===== config.mk =====
export PLATFORM = sky130hd
export DESIGN_NAME = ctl_enemy_fleet
export DESIGN_NICKNAME = d
export VERILOG_FILES = /design/src/rtl/ctl_enemy_fleet.sv
export SDC_FILE = /design/constraint.sdc
export NUM_CORES = 1
export LEC_CHECK = 0
export ABC_AREA = 1
export CAP_MARGIN = 20
export CORE_MARGIN = 2
export CORE_UTILIZATION = 45
export CTS_CLUSTER_DIAMETER = 60
export DETAILED_ROUTE_END_ITERATION = 7
export PLACE_DENSITY = 0.74
export REMOVE_ABC_BUFFERS = 1
export SYNTH_ARGS = -nofsm -noshare
export SYNTH_HDL_FRONTEND = slang
export SYNTH_SLANG_ARGS = --single-unit

===== constraint.sdc =====
create_clock -name pclk -period 4 [get_ports pclk]
set_input_delay 0.4 -clock pclk [delete_from_list [all_inputs] [get_ports pclk]]
set_output_delay 0.4 -clock pclk [all_outputs]
set_load 0.05 [all_outputs]

===== src/rtl/ctl_enemy_fleet.sv =====
// Enemy formation controller: the whole fleet sweeps as one block, drops and reverses at
// the screen edges, loses members on hit, and respawns each cleared wave with a faster step.
module ctl_enemy_fleet #(
    parameter int N_ENEMY       = 4,
    parameter int XY_W          = 12,
    parameter int X_START       = 100,
    parameter int Y_START       = 50,
    parameter int SPACING       = 64,
    parameter int X_MIN         = 32,
    parameter int X_MAX         = 700,
    parameter int STEP          = 2,
    parameter int MAX_STEP      = 8,
    parameter int Y_DROP        = 16,
    parameter int Y_LIMIT       = 500,
    parameter int RESPAWN_TICKS = 60
) (
    input  logic                      pclk,
    input  logic                      rst,
    input  logic                      tick,
    input  logic                      run,
    input  logic [N_ENEMY-1:0]        hit,
    output logic [N_ENEMY*XY_W-1:0]   xpos_out,
    output logic [N_ENEMY*XY_W-1:0]   ypos_out,
    output logic [N_ENEMY-1:0]        on,
    output logic [3:0]                wave,
    output logic                      wave_clear,
    output logic                      game_over
);

    localparam int CW = XY_W + 2;
    localparam int RW = (RESPAWN_TICKS > 1) ? $clog2(RESPAWN_TICKS) : 1;

    typedef enum logic [2:0] {
        S_INIT,
        S_MOVE_R,
        S_MOVE_L,
        S_CLEAR,
        S_HALT
    } state_t;

    state_t               state_reg, state_next;
    logic [XY_W-1:0]      fx_reg, fx_next;
    logic [XY_W-1:0]      fy_reg, fy_next;
    logic [N_ENEMY-1:0]   on_reg, on_next, on_hit;
    logic [3:0]           wave_reg, wave_next;
    logic                 wave_clear_reg, wave_clear_next;
    logic                 game_over_reg, game_over_next;
    logic [RW-1:0]        resp_reg, resp_next;

    logic [CW-1:0]        step_raw, cur_step, right_edge, left_limit, fy_drop;
    logic                 move, at_edge;
    logic [N_ENEMY*XY_W-1:0] xpos_next, ypos_next;
    logic [N_ENEMY*XY_W-1:0] xpos_reg, ypos_reg;

    // Edge arithmetic is done two bits wider than the coordinates so it can never wrap.
    assign step_raw   = CW'(STEP) + CW'(wave_reg);
    assign cur_step   = (step_raw > CW'(MAX_STEP)) ? CW'(MAX_STEP) : step_raw;
    assign right_edge = CW'(fx_reg) + CW'((N_ENEMY - 1) * SPACING) + cur_step;
    assign left_limit = CW'(X_MIN) + cur_step;
    assign fy_drop    = CW'(fy_reg) + CW'(Y_DROP);
    assign move       = tick && run;
    assign on_hit     = on_reg & ~hit;
    assign at_edge    = (state_reg == S_MOVE_R) ? (right_edge > CW'(X_MAX))
                                                : (CW'(fx_reg) < left_limit);

    always_comb begin
        state_next      = state_reg;
        fx_next         = fx_reg;
        fy_next         = fy_reg;
        on_next         = on_reg;
        wave_next       = wave_reg;
        wave_clear_next = 1'b0;
        game_over_next  = game_over_reg;
        resp_next       = resp_reg;
        case (state_reg)
            S_INIT: begin
                on_next    = '1;
                fx_next    = XY_W'(X_START);
                fy_next    = XY_W'(Y_START);
                state_next = S_MOVE_R;
            end
            S_MOVE_R, S_MOVE_L: begin
                on_next = on_hit;
                // Clearing the wave wins over any movement, drop or game-over in the same cycle.
                if ((on_reg != '0) && (on_hit == '0)) begin
                    wave_clear_next = 1'b1;
                    resp_next       = '0;
                    state_next      = S_CLEAR;
                end else if (move) begin
                    if (at_edge) begin
                        fy_next    = fy_drop[XY_W-1:0];
                        state_next = (state_reg == S_MOVE_R) ? S_MOVE_L : S_MOVE_R;
                        if (fy_drop >= CW'(Y_LIMIT)) begin
                            state_next     = S_HALT;
                            game_over_next = 1'b1;
                        end
                    end else if (state_reg == S_MOVE_R) begin
                        fx_next = fx_reg + cur_step[XY_W-1:0];
                    end else begin
                        fx_next = fx_reg - cur_step[XY_W-1:0];
                    end
                end
            end
            S_CLEAR: begin
                if (tick) begin
                    if (resp_reg == RW'(RESPAWN_TICKS - 1)) begin
                        resp_next  = '0;
                        wave_next  = (wave_reg == 4'd15) ? 4'd15 : wave_reg + 4'd1;
                        state_next = S_INIT;
                    end else begin
                        resp_next = resp_reg + RW'(1);
                    end
                end
            end
            S_HALT: begin
            end
            default: state_next = S_INIT;
        endcase
    end

    // Per-enemy coordinates are formed from the next origin so they land with the state update.
    generate
        for (genvar gi = 0; gi < N_ENEMY; gi++) begin : g_pos
            assign xpos_next[gi*XY_W +: XY_W] = fx_next + XY_W'(gi * SPACING);
            assign ypos_next[gi*XY_W +: XY_W] = fy_next;
        end
    endgenerate

    always_ff @(posedge pclk) begin
        if (rst) begin
            state_reg      <= S_INIT;
            fx_reg         <= XY_W'(X_START);
            fy_reg         <= XY_W'(Y_START);
            on_reg         <= '0;
            wave_reg       <= '0;
            wave_clear_reg <= 1'b0;
            game_over_reg  <= 1'b0;
            resp_reg       <= '0;
            xpos_reg       <= xpos_next;
            ypos_reg       <= ypos_next;
            for (int i = 0; i < N_ENEMY; i++) begin
                xpos_reg[i*XY_W +: XY_W] <= XY_W'(X_START + i * SPACING);
                ypos_reg[i*XY_W +: XY_W] <= XY_W'(Y_START);
            end
        end else begin
            state_reg      <= state_next;
            fx_reg         <= fx_next;
            fy_reg         <= fy_next;
            on_reg         <= on_next;
            wave_reg       <= wave_next;
            wave_clear_reg <= wave_clear_next;
            game_over_reg  <= game_over_next;
            resp_reg       <= resp_next;
            xpos_reg       <= xpos_next;
            ypos_reg       <= ypos_next;
        end
    end

    assign xpos_out   = xpos_reg;
    assign ypos_out   = ypos_reg;
    assign on         = on_reg;
    assign wave       = wave_reg;
    assign wave_clear = wave_clear_reg;
    assign game_over  = game_over_reg;

endmodule


### After elaboration in Yosys (flattened, before gate mapping)

Index checks and enable logic that the tools add are counted.
Widths: inputs -> output; s select.

* $add $sub $neg: 12
* $lt $le $gt $ge: 4
* eq/ne operators: 11
* muxes and demuxes: 26
* bitwise operators: 5
* reductions and logical operators: 13

Operator list (number)
* $mux 12: 7
* $pmux 12 s2: 2
* $add 12x8->12 const B: 2
* $mux 3: 6
* $mux 6: 3
* $add 13x5->14: 1
* $gt 14x10->1 const B: 1
* $add 12x5->13 const B: 1
* $add 12x8->13 const B: 1
* $ge 13x9->1 const B: 1
* $add 12x5->12: 1
* $add 12x7->12 const B: 1
* $lt 12x7->1: 1
* $pmux 3 s4: 1
* $pmux 6 s2: 1
* $sub 12x5->12: 1
* $reduce_and 5->1: 2
* $pmux 4 s2: 1
* $add 6x5->7 const A: 1
* $add 6x1->6 const B: 1
* $eq 3x2->1 const B: 2
* $eq 6x6->1 const B: 1
* $ne 2x2->1 const B: 3
* $ne 3x3->1 const B: 2
* other kinds (20): 27

* bits in registers: 139
* output and inout bits: 106

### Longest topological paths before layout

* word-level depth: 11
* depth in mapped cells: 34
* gate-level depth less buffers: 34

### Worst setup path before layout

OpenSTA, ideal clock, no wires.

* path kind: register to register
* from: register wave_reg[0] (netlist: wave[0])
* to: register xpos_reg[47] (netlist: xpos_out[47])
* data arrival time: 3.923 ns
* path slack: -0.032 ns
* cell stages (with the launch flop): 30
* path buffers: 0
* clock period less this slack: 4.032 ns
* path through: dfxtp_1 > inv_1 > ha_1 > nand2_1 > nand3_4 > nand3_1 > inv_1 > nor2_1 > inv_1 > nor3_1 > ha_1 > nand2_1 > inv_1 > ha_1 > a21oi_1 > o21ai_0 > a21oi_1 > o21ai_0 > a21o_1 > a21oi_1 > nor2_1 > nor2_1 > xor2_1 > nor2_2 > nand3_1 > nand3_1 > nand2_1 > nand3_1 > nand2_1 > inv_1

* longest elaborated chain between the ends: 11

RTL lines
* start, declared: RTL line 45 `logic [3:0] wave_reg, wave_next;`
* start signal, assigned: RTL line 150 `wave_reg <= wave_next;`
* $add 2x4->5 (*): RTL line 56 `assign step_raw = CW'(STEP) + CW'(wave_reg);`
* $gt 5x4->1: RTL line 57 `assign cur_step = (step_raw > CW'(MAX_STEP)) ? CW'(MAX_STEP) : step_raw;`
* $mux 5 (*): RTL line 57
* $add 13x5->14 or $add 6x5->7 (tied branches): RTL line 58, 59
* $gt 14x10->1 or $lt 12x7->1 (tied branches): RTL line 63, 64
* $mux 1: RTL line 63 `assign at_edge = (state_reg == S_MOVE_R) ? (right_edge > CW'(X_MAX))`
* $mux 12 (*): RTL line 90 `if (at_edge) begin`
* $mux 12 (*): RTL line 89 `end else if (move) begin`
* $mux 12 (*): RTL line 85 `if ((on_reg != '0) && (on_hit == '0)) begin`
* $pmux 12 s2 (*): RTL line 75 `case (state_reg)`
* $add 12x8->12 (*): RTL line 124 `assign xpos_next[gi*XY_W +: XY_W] = fx_next + XY_W'(gi * SPACING);`
* end signal, assigned: RTL line 139 `xpos_reg <= xpos_next;`
* end signal, assigned by index: RTL line 142 `xpos_reg[i*XY_W +: XY_W] <= XY_W'(X_START + i * SPACING);`
* end signal, assigned: RTL line 154 `xpos_reg <= xpos_next;`
* end, declared: RTL line 53 `logic [N_ENEMY*XY_W-1:0] xpos_reg, ypos_reg;`

Mark *: on every way between the ends. The rest lies on a longest branch, timed or not.
A chain may end at the register's enable or synchronous reset.

### Worst setup path after layout

* from: register wave_reg[1] (netlist: wave[1])
* to: register xpos_reg[35] (netlist: xpos_out[35])

The elaborated chain is that of the path after synthesis.

==> flow_metrics.env <==
export IMPL_min_to="resp_reg[5]$_SDFFE_PP0P_"
export IMPL_vias=4642
export IMPL_rows=36
export IMPL_clock_fmax_ghz=0.251
export IMPL_design_portCount=114
export IMPL_post_drt_wl_per_cell_um=14.2
export IMPL_antenna_found_initial=0
export IMPL_rr_worst_depth=29
export IMPL_maxCapViolations=0
export IMPL_start_util_pct=46.3
export IMPL_worstPathArrival_ps=4250
export IMPL_max_vdd_ir_drop_mv=0.435
export IMPL_n_fill_cell=830
export IMPL_fin_crit_ps=3990
export IMPL_cts_max_level=3
export IMPL_worstSkewPairLatency_ps=340
export IMPL_setup_tns_ps=0
export IMPL_antenna_cells=0
export IMPL_cts_clk_slew_worst_paths_ps=70
export IMPL_cp_start_kind="register"
export IMPL_hold_buffers=0
export IMPL_crit_fanout=5
export IMPL_drc=0
export IMPL_multiInputGateArea_sq_um=2640
export IMPL_hold_ws_ps=449
export IMPL_design_area_sq_um=6000
export IMPL_final_antenna_net_count=0
export IMPL_final_cell_mix="clkdlybuf4s50_1 (113), nand2_1 (107), inv_1 (91), nor2_1 (64), dfxtp_1 (57)"
export IMPL_postSynthCellCount=657
export IMPL_finalCritPeriodShare_pct=99.7
export IMPL_crit_path_top_delay_cell="ha_1"
export IMPL_cts_root_buffer="clkbuf_8"
export IMPL_min_from="resp_reg[5]$_SDFFE_PP0P_"
export IMPL_netlist_area_sq_um=4500
export IMPL_synth_seq_cells=59
export IMPL_status="completed"
export IMPL_grt_ovfl_total=0
export IMPL_skew_ps=7.73
export IMPL_r2r_end="xpos_out[35]$_SDFF_PP0_"
export IMPL_grt_pass1_wl_mm=19.3
export IMPL_cts_buffers=9
export IMPL_grt_pass1_vias=4354
export IMPL_dpl_cell_area_sq_um=5460
export IMPL_drt_total_wl_mm=12.5
export IMPL_cp_data_required_time_ps=4270
export IMPL_powerDensity_nw_per_um2=692
export IMPL_nets=787
export IMPL_setup_viol=0
export IMPL_yosysSeqAreaShare_pct=26.2
export IMPL_cts_sinks=59
export IMPL_crit_type="reg -> reg"
export IMPL_syn_avg_cell_area_sq_um=6.85
export IMPL_maxSlewHeadroom_pct=54.9
export IMPL_synth_flop_cell="dfxtp_1"
export IMPL_reg2reg_setup_slack_ps=10
export IMPL_worstReg2RegStart="wave[1]$_SDFFE_PP0P_"
export IMPL_ys_async_sr_fraction_pct=0
export IMPL_dieWidth_um=104
export IMPL_gp_congestion=0.962
export IMPL_min_path_cells=2
export IMPL_hold_path_class="reg -> reg"
export IMPL_die_area_sq_um=10800
export IMPL_dp_hpwl_mm=8.80
export IMPL_clockBufferDepth=2
export IMPL_core_sq_um=9730
export IMPL_dr_pass1_iters=5
export IMPL_tightest_slew_ps=674
export IMPL_drive_gt1_share_pct=17.7
export IMPL_cts_tree="built"
export IMPL_leakagePower_nw=2.60
export IMPL_die_h_um=104
export IMPL_synth_edf_count=0
export IMPL_crit_path_end_kind="register"
export IMPL_regArea_sq_um=1190
export IMPL_drt_iter0_markers=274
export IMPL_slew_viol_final=0
export IMPL_cpPeakStageDelay_ps=370
export IMPL_grt_start_max_net_pins=17
export IMPL_via_per_inst=5.25
export IMPL_io_buffers=113
export IMPL_grtUsageTotal_pct=21.3
export IMPL_yosysWarnings=0
export IMPL_area_growth_pct=33.3
export IMPL_synth_cell_types=46
export IMPL_layout_commonest_cell="clkdlybuf4s50_1"
export IMPL_hold_viol=0
timing repair:
action	in CTS	in global routing
buffers inserted	1	13
cloned	0	0
pin swaps	0	24
gates resized for setup	1	57
endpoints found under the setup margin	5	19
worst max path at each step:
stage,from,end,slack [ps]
2_1_floorplan,register,xpos_out[47]$_SDFF_PP0_,-430
3_3_place_gp,wave[2]$_SDFFE_PP0P_,xpos_out[47]$_SDFF_PP0_,120
5_1_grt,wave[2]$_SDFFE_PP0P_,xpos_out[35]$_SDFF_PP0_,-180
3_5_place_dp,wave[2]$_SDFFE_PP0P_,xpos_out[47]$_SDFF_PP0_,-70
6_report,wave[1]$_SDFFE_PP0P_,xpos_out[35]$_SDFF_PP0_,10
4_1_cts,wave[2]$_SDFFE_PP0P_,xpos_out[23]$_SDFF_PP0_,5
kinds of logic (layout without fill, tap and decap cells):
| logic type | count (synthesis) | count (layout) | synth area share, % |
|---|---|---|---|
| other | 2 | 2 | 0.167 |
| AO/OA/AOI/OAI | 100 | 100 | 12.9 |
| adder cells (fa/ha/maj) | 32 | 32 | 9.06 |
| XOR/XNOR | 18 | 18 | 3.50 |
| flip-flops | 59 | 59 | 26.2 |
| buffers and inverters | 172 | 267 | 19.1 |
| AND/OR/NAND/NOR | 274 | 274 | 29.0 |
layout make-up:
type                            instances  share of cell area [%]
Inverter                              110                    6.92
Tap cell                              133                    2.77
Clock inverter                          6                    1.85
Clock buffer                           10                    2.29
Multi-Input combinational cell        426                    44.0
Timing Repair Buffer                  141                    22.4
Sequential cell                        59                    19.8
critical path: cells and delay by family (launching register included):
family | cells | cell delay, ps
AND/OR/NAND/NOR | 14 | 1400
adder cells (fa/ha/maj) | 3 | 810
AO/OA/AOI/OAI | 6 | 690
buffers and inverters | 5 | 510
flip-flops | 1 | 340
XOR/XNOR | 1 | 160
stage by stage:
step / utilization [%] / power, mW / cells / worst slack, ps
after floorplan: - / 2.53 / 595 / -434
after global placement: 56.1 / 3.15 / 855 / 118
after detailed placement: 56.1 / 3.20 / 855 / -70.5
after CTS: 58.8 / 3.90 / 872 / 4.75
after global routing: 61.7 / 4.40 / 885 / -184
final: 61.7 / 4.16 / 885 / 13.4
layer usage:
metal | GRT usage [%] | vias to the layer above | part of all wire, %
met5 | 0 | - | 0
met2 | 37.3 | 220 | 50
li1 | - | 2233 | -
met4 | 8.49 | 0 | 2.3
met3 | 4.51 | 31 | 7.4
met1 | 25.2 | 2158 | 41
power by group:
part           switching, mW  internal, mW  total, mW
registers              0.123         0.700      0.824
clock network          0.259         0.432      0.691
logic                   1.74         0.904       2.64
synth_stat cells (all sizes together) (2+ instances only):
library cell	instances	area share [%]
a21oi	42	4.8
a31oi	3	0.42
buf	58	9.6
clkbuf	4	0.33
conb	2	0.17
dfxtp	59	26
ha	31	8.6
inv	109	9.1
nand2	131	12
nand3	35	5.1
nand4	11	1.7
nor2	72	6.4
nor3	15	2.0
nor4	5	0.69
o2111ai	4	0.92
o211ai	10	1.7
o21ai	32	3.6
o21bai	2	0.33
o31ai	2	0.33
or2	3	0.42
xnor2	2	0.39
xor2	16	3.1
No activity file was read; power rests on OpenSTA's default activity.
